## src/rtl/dm_bus_arbiter_pkg.sv

```systemverilog
// dm_bus_arbiter_pkg: address windows, FSM states and slave select codes for the data-bus arbiter.
package dm_bus_arbiter_pkg;
    localparam logic [31:0] DM_BASE  = 32'h0000_0000;
    localparam logic [31:0] DM_END   = 32'h0000_2fff;
    localparam logic [31:0] TC1_BASE = 32'h0000_7f00;
    localparam logic [31:0] TC1_END  = 32'h0000_7f0b;
    localparam logic [31:0] TC2_BASE = 32'h0000_7f10;
    localparam logic [31:0] TC2_END  = 32'h0000_7f1b;

    typedef enum logic [1:0] {S_IDLE, S_ACC, S_RESP, S_ERR} state_t;
    typedef enum logic [1:0] {SEL_DM, SEL_TC1, SEL_TC2, SEL_NONE} sel_t;
endpackage

```

## src/rtl/dm_addr_decode.sv

```systemverilog
// dm_addr_decode: combinational slave select and legality check for one bus access.
module dm_addr_decode
    import dm_bus_arbiter_pkg::*;
(
    input  logic [31:0] addr,
    input  logic [3:0]  be,
    input  logic        we,
    output sel_t        sel,
    output logic        err
);
    logic in_dm, in_tc1, in_tc2, is_tc, be_ok;

    // Offset compares keep every window test a full 32-bit unsigned range check.
    assign in_dm  = (addr - DM_BASE)  <= (DM_END  - DM_BASE);
    assign in_tc1 = (addr - TC1_BASE) <= (TC1_END - TC1_BASE);
    assign in_tc2 = (addr - TC2_BASE) <= (TC2_END - TC2_BASE);
    assign is_tc  = in_tc1 | in_tc2;
    assign be_ok  = be inside {4'b1111, 4'b0011, 4'b1100, 4'b0001, 4'b0010, 4'b0100, 4'b1000};
    assign sel    = in_dm ? SEL_DM : in_tc1 ? SEL_TC1 : in_tc2 ? SEL_TC2 : SEL_NONE;
    assign err    = (sel == SEL_NONE) | ~be_ok | (is_tc & (be != 4'b1111)) | (is_tc & we & (addr[3:2] == 2'b10));
endmodule

```

## src/rtl/dm_bus_arbiter.sv

```systemverilog
// dm_bus_arbiter: round-robin two-port data-bus arbiter for DM and TC1/TC2 with wait states.
// Optional DM_BUS_PERF_EN adds saturating conflict and error counters.
module dm_bus_arbiter
    import dm_bus_arbiter_pkg::*;
#(
    parameter int   WAIT_CYC = 1,
    parameter logic RR_INIT  = 1'b1
) (
    input  logic        clk,
    input  logic        reset,
    input  logic        m0_req,
    input  logic [31:0] m0_addr,
    input  logic        m0_we,
    input  logic [3:0]  m0_be,
    input  logic [31:0] m0_wdata,
    output logic        m0_gnt,
    output logic        m0_rvalid,
    output logic [31:0] m0_rdata,
    output logic        m0_err,
    input  logic        m1_req,
    input  logic [31:0] m1_addr,
    input  logic        m1_we,
    input  logic [3:0]  m1_be,
    input  logic [31:0] m1_wdata,
    output logic        m1_gnt,
    output logic        m1_rvalid,
    output logic [31:0] m1_rdata,
    output logic        m1_err,
    output logic [31:0] dm_addr,
    output logic [3:0]  dm_be,
    output logic [31:0] dm_wdata,
    input  logic [31:0] dm_rdata,
    output logic [1:0]  tc_addr,
    output logic        tc1_we,
    output logic        tc2_we,
    output logic [31:0] tc_wdata,
    input  logic [31:0] tc1_rdata,
    input  logic [31:0] tc2_rdata
`ifdef DM_BUS_PERF_EN
    ,
    output logic [31:0] perf_conflict,
    output logic [31:0] perf_err
`endif
);
    localparam logic [3:0] CNT_INIT = 4'(WAIT_CYC - 1);

    state_t      state;
    sel_t        sel_q, sel_d;
    logic        owner, last_owner, we_q, err_d;
    logic [31:0] addr_q, wdata_q, addr_m, wdata_m, rd;
    logic [3:0]  be_q, be_m, cnt;
    logic        any, both, pick, we_m, idle, first, resp, errs;

    assign any     = m0_req | m1_req;
    assign both    = m0_req & m1_req;
    assign pick    = both ? ~last_owner : m1_req;
    assign addr_m  = pick ? m1_addr : m0_addr;
    assign be_m    = pick ? m1_be : m0_be;
    assign we_m    = pick ? m1_we : m0_we;
    assign wdata_m = pick ? m1_wdata : m0_wdata;

    dm_addr_decode u_dec (
        .addr (addr_m),
        .be   (be_m),
        .we   (we_m),
        .sel  (sel_d),
        .err  (err_d)
    );

    assign idle   = state == S_IDLE;
    assign first  = (state == S_ACC) && (cnt == CNT_INIT);
    assign resp   = state == S_RESP;
    assign errs   = state == S_ERR;
    assign m0_gnt = idle & any & ~pick;
    assign m1_gnt = idle & any & pick;

    assign dm_addr  = addr_q;
    assign dm_wdata = wdata_q;
    assign tc_wdata = wdata_q;
    assign tc_addr  = addr_q[3:2];
    assign dm_be    = (first && we_q && sel_q == SEL_DM) ? be_q : 4'b0000;
    assign tc1_we   = first & we_q & (sel_q == SEL_TC1);
    assign tc2_we   = first & we_q & (sel_q == SEL_TC2);

    assign rd = we_q ? 32'h0 : sel_q == SEL_DM ? dm_rdata : sel_q == SEL_TC1 ? tc1_rdata : sel_q == SEL_TC2 ? tc2_rdata : 32'h0;
    assign m0_rvalid = (resp | errs) & ~owner;
    assign m1_rvalid = (resp | errs) & owner;
    assign m0_err    = errs & ~owner;
    assign m1_err    = errs & owner;
    assign m0_rdata  = (resp & ~owner) ? rd : 32'h0;
    assign m1_rdata  = (resp & owner) ? rd : 32'h0;

    always_ff @(posedge clk or posedge reset) begin
        if (reset) begin
            state      <= S_IDLE;
            owner      <= 1'b0;
            last_owner <= RR_INIT;
            addr_q     <= 32'h0;
            wdata_q    <= 32'h0;
            be_q       <= 4'h0;
            we_q       <= 1'b0;
            sel_q      <= SEL_NONE;
            cnt        <= 4'h0;
        end else begin
            case (state)
                S_IDLE: if (any) begin
                    owner   <= pick;
                    addr_q  <= addr_m;
                    wdata_q <= wdata_m;
                    be_q    <= be_m;
                    we_q    <= we_m;
                    sel_q   <= sel_d;
                    cnt     <= CNT_INIT;
                    state   <= err_d ? S_ERR : S_ACC;
                end
                S_ACC: if (cnt == 4'h0) state <= S_RESP; else cnt <= cnt - 4'h1;
                default: begin
                    last_owner <= owner;
                    state      <= S_IDLE;
                end
            endcase
        end
    end

`ifdef DM_BUS_PERF_EN
    always_ff @(posedge clk or posedge reset) begin
        if (reset) begin
            perf_conflict <= 32'h0;
            perf_err      <= 32'h0;
        end else begin
            if (idle && both && perf_conflict != 32'hffff_ffff) perf_conflict <= perf_conflict + 32'h1;
            if (idle && any && err_d && perf_err != 32'hffff_ffff) perf_err <= perf_err + 32'h1;
        end
    end
`endif
endmodule

```

## config.mk

```make
export PLATFORM = sky130hd
export DESIGN_NAME = dm_bus_arbiter
export DESIGN_NICKNAME = d
export VERILOG_FILES = /design/src/rtl/dm_bus_arbiter_pkg.sv /design/src/rtl/dm_addr_decode.sv /design/src/rtl/dm_bus_arbiter.sv
export SDC_FILE = /design/constraint.sdc
export NUM_CORES = 1
export LEC_CHECK = 0
export CELL_PAD_IN_SITES_DETAIL_PLACEMENT = 0
export CELL_PAD_IN_SITES_GLOBAL_PLACEMENT = 1
export CORE_ASPECT_RATIO = 0.7
export CORE_UTILIZATION = 26
export CTS_CLUSTER_DIAMETER = 40
export DETAILED_ROUTE_END_ITERATION = 16
export GPL_ROUTABILITY_DRIVEN = 1
export PLACE_DENSITY_LB_ADDON = 0.1
export SLEW_MARGIN = 20
export SYNTH_ARGS = -nofsm -noshare
export SYNTH_HDL_FRONTEND = slang
export SYNTH_SLANG_ARGS = --single-unit
```

## constraint.sdc

```tcl
create_clock -name clk -period 4.3 [get_ports clk]
set_clock_uncertainty 0.05 [all_clocks]
set_input_delay 0.86 -clock clk [delete_from_list [all_inputs] [get_ports clk]]
set_output_delay 0.86 -clock clk [all_outputs]
set_load 0.01 [all_outputs]
```

==> results by group <==
Synth
  • Synth cell types: 62
  • Yosys top cell area share: 29.9%
  • Yosys reg bits: 79
  • Syn_area_per_cell: 7.18 sq um
  • Synth top area cells: dfrtp_1 30%, nand2_1 11%, nor2_1 8.6%, mux2i_1 8.2%, a31oi_1 5.5%
  • Area leader, netlist: dfrtp_1
  • Syn Nets: 1125
  • Post-synth EDFFs: 0
  • Cells after Synth: 885
  • Syn Std Cell Area: 6350 sq um
  • Post-synth ARST share: 100%
  • YS warnings: 0
  • Register area share after synthesis: 31.2%
  • Main synth FF type: dfrtp_1

Placement
  • Port buffer count: 411
  • Hpwl dp: between 20000 and 30000 um
  • Final Wtd Congestion: ~0.94

Timing
  • Fin. Hold Viols: 0
  • Fmax: 255 MHz
  • Unrepaired setup endpoints after global routing: false
  • Final hold slack: 0.427 ns
  • Min Clock Period, post-route: 3.92 ns
  • Post-Route Setup TNS: 0 ns
  • Pins Over Slew Limit: 0
  • Actual slew at the worst max-slew pin: just under 0.8 ns
  • Final period util: roughly nine tenths
  • Endpoints failing setup: 0
  • Slew margin rel.: 48.1%

Clock tree
  • Post-CTS Setup Bufs: 0
  • Worst-Skew Late Latency: approximately 0.34 ns
  • Root buffer selected by CTS: clkbuf_16
  • CTS tree: yes
  • H-tree Lvls: 3
  • Cts hold-fix bufs: 0
  • CTS clk-pin slew, worst paths: approximately 0.060 ns
  • PostCTS Resize Cnt: 0
  • Max Root-Sink Buffers: 2
  • TritonCTS Buffers: 9
  • CTS sink cnt: just under 80

Routing
  • Vias: a little under 8000
  • Iter 0 DRT Violations: 486
  • Drt first pass iters: 5
  • DRT antenna net count: 0
  • # DRC: 0
  • Wire per inst: roughly 21 um
  • Vias/cell: just under 5
  • Drt total wl: around 33000 um

Setup path
  • CP peak stage delay: 0.69 ns
  • Critical Path RT: 3.39 ns
  • CP Data Arrival Time: between 3 and 4 ns
  • Crit-path leading delay family: simple AND/OR/NAND/NOR gates
  • CP max-delay cell: nor2b_2
  • Type of origin of the critical path: flip-flop
  • Buf+Inv Stages, Crit Path: 2
  • Crit-path cells: nor2b_2 > buf_4 > nand2_1 > o21ai_0 > nand2b_1 > nor2_1 > clkdlybuf4s50_1
  • Worst setup EP type: primary output
  • R2r startpoint: last_owner
  • CP Max Fanout: 19
  • Critical path class: reg2out
  • CP Launch Point: sel_q[0]

Final layout
  • Most frequent cells in the layout: 411 x clkdlybuf4s50_1, 178 x nand2_1, 146 x nor2_1
  • Final nets: ~1500
  • Final Util: 46.2%
  • Most common cell after layout, fill and taps aside: clkdlybuf4s50_1
  • Share of cells above drive strength 1: 6.00%
  • Antenna Cells: 0
  • Area grow syn2layout: 73.1%

Job
  • Number of max-cap violations: 0

Global routing
  • Total congestion overflow: 0
  • GR Util All Layers: approximately 26%
  • First-pass GRT wire length: 48600 um
  • Initial antenna violation count: 0
  • Largest net degree at the start of global routing: 43
  • Vias in the first global route: 7642

Floorplan
  • Initial core utilization: 26.7%
  • Die height: 133 um
  • Die ar.: about 25000 sq um
  • Die X-Extent: 189 um
  • Io pins: 412
  • Core area: 23800 sq um
  • # rows: 47

Run status
  • Status: complete, no violations

Hold path
  • HP Start: be_q[0]
  • Worst min path class: reg2reg

Pwr
  • Total power: 5.83 mW
  • PwrDens: 530 nW/um^2
  • Lkg Pwr: 4.31 nW
  • Maximum VDD drop: 0.000268 V
[worst min-delay path: stages, from the launching register on]
cell	delay, ns
dfrtp_1	0.34
nand2_1	0.04
o21ai_0	0.06
[metrics by stage]
stage	instances	worst slack [ns]	cell area, sq um
6_report	1569	0.382	11000
5_1_grt	1569	0.158	11000
4_1_cts	1569	0.302	11000
3_5_place_dp	1553	0.265	10700
3_3_place_gp	1553	0.256	10700
2_1_floorplan	885	0.966	6350
[layout make-up]
| class | count | area (sq um) |
|---|---|---|
| fill | 2461 | 12800 |
| timing repair buffer | 450 | 4410 |
| multi-input combinational | 699 | 3850 |
| sequential | 79 | 1980 |
| tap | 318 | 398 |
| clock buffer | 9 | 225 |
| clock inverter | 7 | 109 |
| inverter | 7 | 27.5 |
[flip-flops by register name, indices dropped and copies added (netlist names)]
signal / cells
last_owner: 1
cnt: 4
dm_wdata: 32
we_q: 1
dm_addr: 32
be_q: 4
owner: 1
sel_q: 2
state: 2
[power by group]
group | internal (mW) | switching (mW) | total [mW] | leakage [nW]
clock | 0.523 | 0.356 | 0.879 | 0.164
sequential | 1.13 | 0.372 | 1.50 | 0.913
combinational | 1.74 | 1.71 | 3.45 | 3.23
total | 3.39 | 2.44 | 5.83 | 4.31
[cells by family after synthesis]
group	count (synthesis)	share of synthesized area, %
simple gates	462	33.1
buf+inv	107	8.66
mux	59	9.53
fa+ha+maj	2	0.394
xor+xnor	4	0.551
flops	79	31.2
compound gates	172	16.6
[synth_stat cells (9+ instances only)]
cell        n
a21oi_1    17
a31oi_1    56
and2_1      9
buf_4      35
clkbuf_1   54
dfrtp_1    76
mux2i_1    52
nand2_1   178
nand2b_1   37
nand4_1    12
nor2_1    146
nor3_1     18
nor4_1     19
o21ai_0    62
[worst paths after layout]
| kind | to | cells after the start | slack (ns) |
|---|---|---|---|
| min in group asynchronous | dm_wdata[21] | 2 | 0.76 |
| min | be_q[0] | 2 | 0.43 |
| max in group asynchronous | sel_q[0] | 3 | 2.61 |
| max reg2reg | state[1] | 7 | 1.32 |
| max | m0_rdata[24] | 7 | 0.38 |
| min reg2reg | be_q[0] | 2 | 0.43 |
[metal layers]
metal  vias to the layer above  wire, um  GRT usage [%]
li1                       3763         -              -
met1                      3584     14600           34.3
met2                       355     15000           41.1
met3                        34      2720           7.27
met4                         0       459           5.78
met5                         -         0              0
No activity file was read; power rests on OpenSTA's default activity.
